[src/rtl/la_iopocseq_if.sv]
// la_iopocseq_if: request/config and ring-control bundle between the power manager and the IO ring sequencer
interface la_iopocseq_if #(
  parameter int N    = 4,
  parameter int CFGW = 16,
  parameter int DLYW = 8
);
  logic            en;
  logic [DLYW-1:0] dly;
  logic [CFGW-1:0] cfg_in;
  logic [N-1:0]    ring_en;
  logic            iso;
  logic [CFGW-1:0] cfg;
  logic            ready;
  logic            busy;
  modport master(output en, dly, cfg_in, input ring_en, iso, cfg, ready, busy);
  modport slave(input en, dly, cfg_in, output ring_en, iso, cfg, ready, busy);
endinterface

[src/rtl/la_iopocseq.sv]
// la_iopocseq: power-on sequencer enabling IO ring segments one by one, releasing isolation once settled
module la_iopocseq #(
  parameter int N    = 4,
  parameter int CFGW = 16,
  parameter int DLYW = 8
) (
  input logic         clk,
  input logic         nreset,
  la_iopocseq_if.slave bus
);
  localparam int IW = N > 1 ? $clog2(N) : 1;
  localparam logic [IW-1:0] LAST = IW'(N - 1);
  typedef enum logic [2:0] {OFF, RAMP, SETTLE, ON, DOWN} state_t;
  state_t          r_state, w_state;
  logic [DLYW-1:0] r_cnt, w_cnt;
  logic [IW-1:0]   r_idx, w_idx;
  logic [N-1:0]    r_ring_en, w_ring_en;
  logic            r_iso, r_ready, r_busy;
  logic [CFGW-1:0] r_cfg;
  logic            w_zero;
  assign w_zero = r_cnt == '0;
  // r_idx in RAMP equals the number of segments already enabled
  always_comb begin
    w_state   = r_state;
    w_cnt     = r_cnt;
    w_idx     = r_idx;
    w_ring_en = r_ring_en;
    case (r_state)
      OFF: if (bus.en) begin
        w_state = RAMP;
        w_idx   = '0;
        w_cnt   = bus.dly;
      end
      RAMP: if (!bus.en) begin
        w_state = r_idx == '0 ? OFF : DOWN;
        w_idx   = r_idx == '0 ? '0 : r_idx - 1'b1;
        w_cnt   = bus.dly;
      end else if (!w_zero) begin
        w_cnt = r_cnt - 1'b1;
      end else begin
        w_ring_en[r_idx] = 1'b1;
        w_cnt            = bus.dly;
        w_state          = r_idx == LAST ? SETTLE : RAMP;
        w_idx            = r_idx == LAST ? r_idx : r_idx + 1'b1;
      end
      SETTLE: if (!bus.en) begin
        w_state = DOWN;
        w_idx   = LAST;
        w_cnt   = bus.dly;
      end else begin
        w_state = w_zero ? ON : SETTLE;
        w_cnt   = w_zero ? r_cnt : r_cnt - 1'b1;
      end
      ON: if (!bus.en) begin
        w_state = DOWN;
        w_idx   = LAST;
        w_cnt   = bus.dly;
      end
      DOWN: if (!w_zero) begin
        w_cnt = r_cnt - 1'b1;
      end else begin
        w_ring_en[r_idx] = 1'b0;
        w_cnt            = bus.dly;
        w_state          = r_idx == '0 ? OFF : DOWN;
        w_idx            = r_idx == '0 ? r_idx : r_idx - 1'b1;
      end
      default: ;
    endcase
  end
  // status outputs are registered from the next state so they line up with it
  always_ff @(posedge clk or negedge nreset) begin
    if (!nreset) begin
      r_state   <= OFF;
      r_cnt     <= '0;
      r_idx     <= '0;
      r_ring_en <= '0;
      r_iso     <= 1'b1;
      r_ready   <= 1'b0;
      r_busy    <= 1'b0;
      r_cfg     <= '0;
    end else begin
      r_state   <= w_state;
      r_cnt     <= w_cnt;
      r_idx     <= w_idx;
      r_ring_en <= w_ring_en;
      r_iso     <= w_state != ON;
      r_ready   <= w_state == ON;
      r_busy    <= w_state inside {RAMP, SETTLE, DOWN};
      r_cfg     <= w_state == ON ? bus.cfg_in : '0;
    end
  end
  assign bus.ring_en = r_ring_en;
  assign bus.iso     = r_iso;
  assign bus.ready   = r_ready;
  assign bus.busy    = r_busy;
  assign bus.cfg     = r_cfg;
endmodule

[src/flat_wrapper.sv]
// flat-port wrapper written by rule: the top's interface ports become plain ports
module la_iopocseq_flat 
#(
  parameter int N    = 4,
  parameter int CFGW = 16,
  parameter int DLYW = 8
)
  (clk, nreset, bus_en, bus_dly, bus_cfg_in, bus_ring_en, bus_iso, bus_cfg, bus_ready, bus_busy);
  la_iopocseq_if #(.N(N), .CFGW(CFGW), .DLYW(DLYW)) bus_i ();
  input logic clk;
  input logic nreset;
  input wire logic [$bits(bus_i.en)-1:0] bus_en;
  input wire logic [$bits(bus_i.dly)-1:0] bus_dly;
  input wire logic [$bits(bus_i.cfg_in)-1:0] bus_cfg_in;
  output wire logic [$bits(bus_i.ring_en)-1:0] bus_ring_en;
  output wire logic [$bits(bus_i.iso)-1:0] bus_iso;
  output wire logic [$bits(bus_i.cfg)-1:0] bus_cfg;
  output wire logic [$bits(bus_i.ready)-1:0] bus_ready;
  output wire logic [$bits(bus_i.busy)-1:0] bus_busy;
  assign bus_i.en = bus_en;
  assign bus_i.dly = bus_dly;
  assign bus_i.cfg_in = bus_cfg_in;
  assign bus_ring_en = bus_i.ring_en;
  assign bus_iso = bus_i.iso;
  assign bus_cfg = bus_i.cfg;
  assign bus_ready = bus_i.ready;
  assign bus_busy = bus_i.busy;
  la_iopocseq #(.N(N), .CFGW(CFGW), .DLYW(DLYW)) u_core (.clk(clk), .nreset(nreset), .bus(bus_i));
endmodule
[config.mk]
export PLATFORM = sky130hd
export DESIGN_NAME = la_iopocseq_flat
export DESIGN_NICKNAME = d
export VERILOG_FILES = /design/src/rtl/la_iopocseq_if.sv /design/src/rtl/la_iopocseq.sv /design/src/flat_wrapper.sv
export SDC_FILE = /design/constraint.sdc
export NUM_CORES = 1
export LEC_CHECK = 0
export BUFFER_PORTS_ARGS = -buffer_cell sky130_fd_sc_hd__buf_2
export CAP_MARGIN = 5
export CORE_MARGIN = 2
export CORE_UTILIZATION = 52
export CTS_CLUSTER_DIAMETER = 80
export CTS_CLUSTER_SIZE = 40
export DETAILED_ROUTE_END_ITERATION = 10
export GPL_TIMING_DRIVEN = 0
export PLACE_DENSITY_LB_ADDON = 0.2
export SETUP_SLACK_MARGIN = 0.3
export SLEW_MARGIN = 5
export SYNTH_ARGS = -nofsm -noshare
export SYNTH_HDL_FRONTEND = slang
export SYNTH_SLANG_ARGS = --single-unit
[constraint.sdc]
create_clock -name clk -period 2.49 [get_ports clk]
set_input_delay 0.249 -clock clk [delete_from_list [all_inputs] [get_ports clk]]
set_output_delay 0.249 -clock clk [all_outputs]
set_load 0.005 [all_outputs]
# Word level (Yosys, flattened, before mapping)
# Cells that the tools add are included.
# W data, S select, Z words.
# totals
word_cells	81
in_bits	27
reg_bits	36
out_inout_bits	23
# op_classes
n_mux	33
reduce_logical	12
n_addsub	3
bitwise	3
eq_ne	20
n_lt_le_gt_ge	2
# op_table
op	count
$mux W8	6
$pmux W8 S5	1
$mux W3	7
$mux W2	9
$mux W16	1
$pmux W3 S5	1
$eq A3 B2 Y1 const B	4
$mux W4	3
$ne A2 B2 Y1 const B	5
$logic_not A8 Y1	1
$pmux W2 S4	1
$pmux W4 S2	1
$reduce_and A4 Y1	2
$sub A8 B1 Y8 const B	1
$reduce_and A7 Y1	1
$eq A3 B1 Y1 const B	2
$eq A3 B3 Y1 const B	2
$ne A3 B2 Y1 const B	2
$ne A3 B3 Y1 const B	2
$reduce_bool A5 Y1	1
$and A4 B4 Y4	1
$ne A2 B1 Y1 const B	2
$not A4 Y4	1
$or A4 B4 Y4	1
other kinds (14)	15

# Logic depth before layout (Yosys ltp)
# logic_depth
depth_word	8
ltp_mapped	8
mapped_depth_nobuf	7

# Worst setup path after synthesis
# Ideal clock, no wire load.
# synth_timing
path_type	register to register
startpoint	reg u_core.r_cnt[3]
endpoint	reg u_core.r_cnt[6]
t_required_ns	2.369
synth_period_minus_slack_ns	2.108
setup_slack_ns	0.382
path_stages_with_launch	7
path_buffers	1
setup_ns	0.121
arrival_ns	1.987
path_cell_list	dfrtp_1 or3_1 or4_4 o2111ai_4 buf_4 a21oi_1 o22a_1
# synth_via
elab_chain_cells	4
word_cells_on_any_way	9
classes_between	1 x add/sub; 1 x eq/ne; 5 x mux; 2 x reduce/logical
# synth_lines
element	line_no	rtl
start, declared	la_iopocseq.sv:15	logic [DLYW-1:0] r_cnt, w_cnt;
start signal, assigned	la_iopocseq.sv:83	r_cnt <= w_cnt;
$sub A8 B1 Y8 or $logic_not A8 Y1 (tied branches)	-	
$mux W8, on equally long branches	la_iopocseq.sv:52, la_iopocseq.sv:38, la_iopocseq.sv:59	
$mux W8, on equally long branches	la_iopocseq.sv:46, la_iopocseq.sv:34	
$pmux W8 S5	la_iopocseq.sv:28	case (r_state)
# Parallel ways exist; a longest one is shown, timed or not. The select of a mux whose other input is x is not followed.
# A chain may end at the register's enable or synchronous reset.

# Worst setup path after layout
# layout_timing
startpoint	reg u_core.r_cnt[3]
endpoint	reg u_core.r_cnt[4]
# Same word-level chain as after synthesis.

==> summary.txt <==
Clock network
  • # H-tree levels: 2
  • Num Clock Sinks: 36
  • Clock Tree Root: clkbuf_4
  • Clk buf depth: 2
  • Clock-pin slew on the worst setup and hold paths: 130 ps
  • Worst skew pair latency: 350 ps
  • Num CTS Buffers: 5
  • CTS tree: yes

Cells and area
  • Most frequent standard cell in the layout excluding fill and tap cells: buf_2
  • Area of the multi-input gates: 870.8 um2
  • Area grow syn2layout: 28.54%
  • N_diodes: 0
  • Layout cell share with drive strength beyond 1: 37.19%
  • Fill cells: 269
  • Final nets: 275
  • Register area: 904.6 um2
  • Most frequent cells in the layout: buf_2 (49), dfrtp_1 (33), and2_1 (18), a21oi_1 (11), nand2_1 (11)

STA
  • Final Max Tran Viols: 0
  • Min Clock Period, post-route: 2199 ps
  • Worst hold slack: 90.85 ps
  • Final Skew: 14.67 ps
  • Worst-Margin Slew: 764.8 ps
  • Max_slew headroom: 49.01%
  • # setup viols final: 0
  • RSZ-0062 raised after global routing: true
  • Highest clock rate: 454.8 MHz
  • Final TNS setup: 0 ps
  • Final Hold Fails: 0
  • Final period utilization: 88.31%
  • Post-route setup slack: 291.0 ps

Critical path
  • R2r worst-path depth: 7
  • Startpoint Class: flip-flop
  • Crit Path Max Fanout: 5
  • WP data required: 2730 ps
  • Worst EP arrival: 2440 ps
  • Worst Path Class, Setup: reg -> reg
  • Crit end category: flip-flop

Floorplan
  • # rows: 21
  • Initial cell density of the core: 54.35%
  • Total I/O pin count: 50
  • Core area: 3363 um2
  • Die width: 63.29 um
  • Die area: 4006 um2
  • Die H: 63.29 um

Pwr
  • Pwr Density: 1013 nW/um2
  • Worst IR Drop VDD: 598.5 uV
  • LEAKAGE: 0.001184 uW
  • Power, Total: 2380 uW

Route
  • Drt via density: 5.451
  • Met3 WL: 286 um
  • Met2 WL: 2027 um
  • Post-DRT Antenna Nets: 0
  • WL/cell: 14.27 um
  • Drt first pass iters: 4
  • Top Metal Used: met4
  • Routed vias: 1570
  • WL met1: 1699 um
  • Remaining DRCs: 0
  • Final WL: 4110 um
  • First DRT Iteration DRCs: 137

Place
  • IO buf count: 48
  • Dpl ws: 159.1 ps
  • Detail Placement HPWL: 2710 um
  • Final GP Congestion: 0.9174

Synthesis
  • Syn Inst Count: 173
  • Avg Cell Area, Syn: 10.57 um2
  • Top-area cell type share of the netlist area: 47.91%
  • Warning count from the yosys run: 0
  • Post-synth EDFFs: 0
  • Ys async rst share: 100.0%
  • Seq/Total Area, Yosys: 49.35%
  • Ranking of synthesized cells by area: dfrtp_1 (48%), and2_1 (6.2%), ha_1 (4.8%), a21oi_1 (3.0%), a31oi_1 (2.7%)
  • Top FF cell, synth: dfrtp_1
  • Post-synth cell types: 40
  • Cell area after synthesis: 1828 um2
  • Area leader, netlist: dfrtp_1
  • Synthesized Nets: 207
  • Synthesized flop and latch total: 36

Global route
  • Initial antenna violation count: 0
  • Gr usage total: 21.59%
  • Largest net degree at the start of global routing: 37
  • Vias in the first global route: 1520
  • Aggregate global routing overflow: 0
  • First-pass GRT wire length: 6644 um

Status
  • Status: finished, final reports clean

Worst hold path
  • Min-Delay Path Class: in -> reg
  • Worst Hold Depth: 2

Run
  • Max Cap Viol: 0
[cell families after synthesis]
family          count (synthesis)  synth area share, %
simple gates                   60                19.51
buf+inv                        19                4.244
fa+ha+maj                       7                4.791
mux                            10                5.955
compound gates                 41                16.15
flops                          36                49.35
[per-stage QoR]
step	std cells	utilization, %	area (um2)
final	288	69.87	2350
after global routing	288	69.87	2350
after CTS	282	67.82	2281
after detailed placement	267	63.21	2126
after global placement	267	63.21	2126
after floorplan	173	-	1828
[what timing repair did]
item | CTS | global route
pin swaps | 5 | 3
hold endpoints to repair | 35 | 0
gates resized for setup | 6 | 11
setup endpoints to repair | 21 | 16
cloned | 0 | 0
hold buffers | 1 | 0
buffers inserted | 6 | 6
[synthesized netlist by cell type, types with 2 or more instances]
cell type and number:
a21o_1 2, a21oi_1 11, a221o_1 2, a31oi_1 8, and2_1 18, and3_1 2, buf_2 2, clkbuf_1 6
dfrtp_1 35, ha_1 7, inv_1 10, mux2_1 3, mux2_2 4, mux2i_1 3, nand2_1 11, nand2b_1 2
nand3_1 2, nor2_1 11, nor3_1 2, o21ai_0 2, o22a_1 3, o22ai_1 5, o31ai_1 2, or3_1 3
or4_4 2
[where the power goes]
group	internal, uW	leakage (uW)	total [uW]	switching [uW]
clock	209	0.0000412	420	211
sequential	699	0.000472	827	128
combinational	565	0.000671	1130	569
total	1470	0.00118	2380	907
[layer usage]
| layer | vias up | GRT usage, % |
|---|---|---|
| met4 | 0 | 10.60 |
| met5 | - | 0 |
| met3 | 11 | 5.357 |
| met2 | 73 | 37.50 |
| li1 | 751 | - |
| met1 | 735 | 24.79 |
[path summary, 6_finish.rpt]
kind,startpoint,end,slack (ps)
worst max register to register,u_core.r_cnt[3],u_core.r_cnt[4],290
worst min register to register,flip-flop,flip-flop,550
worst min-delay path,bus_cfg_in[1],u_core.bus.cfg[1],90
min in group asynchronous,nreset,asynchronous set/reset pin,490
worst max-delay path,u_core.r_cnt[3],u_core.r_cnt[4],290
max in group asynchronous,nreset,u_core.r_cnt[2],1460
[area by class of cell]
class / instances / area share (%)
flip-flops and latches: 36 / 38.50
multi-input cells: 118 / 37.06
repair buffers: 61 / 14.80
well taps: 46 / 2.449
plain buffers: 9 / 2.183
clock inverters: 3 / 1.810
clock buffers: 5 / 1.597
inverters: 10 / 1.597
[worst max-delay path, cell delays in order, from the launching register on]
cell     delay, ps
dfrtp_1        440
buf_4          150
or4_4          440
nor4b_4        230
buf_4          190
o31ai_4        100
mux2_1         340
o22a_1         200
Power figures use the tool's default switching activity.
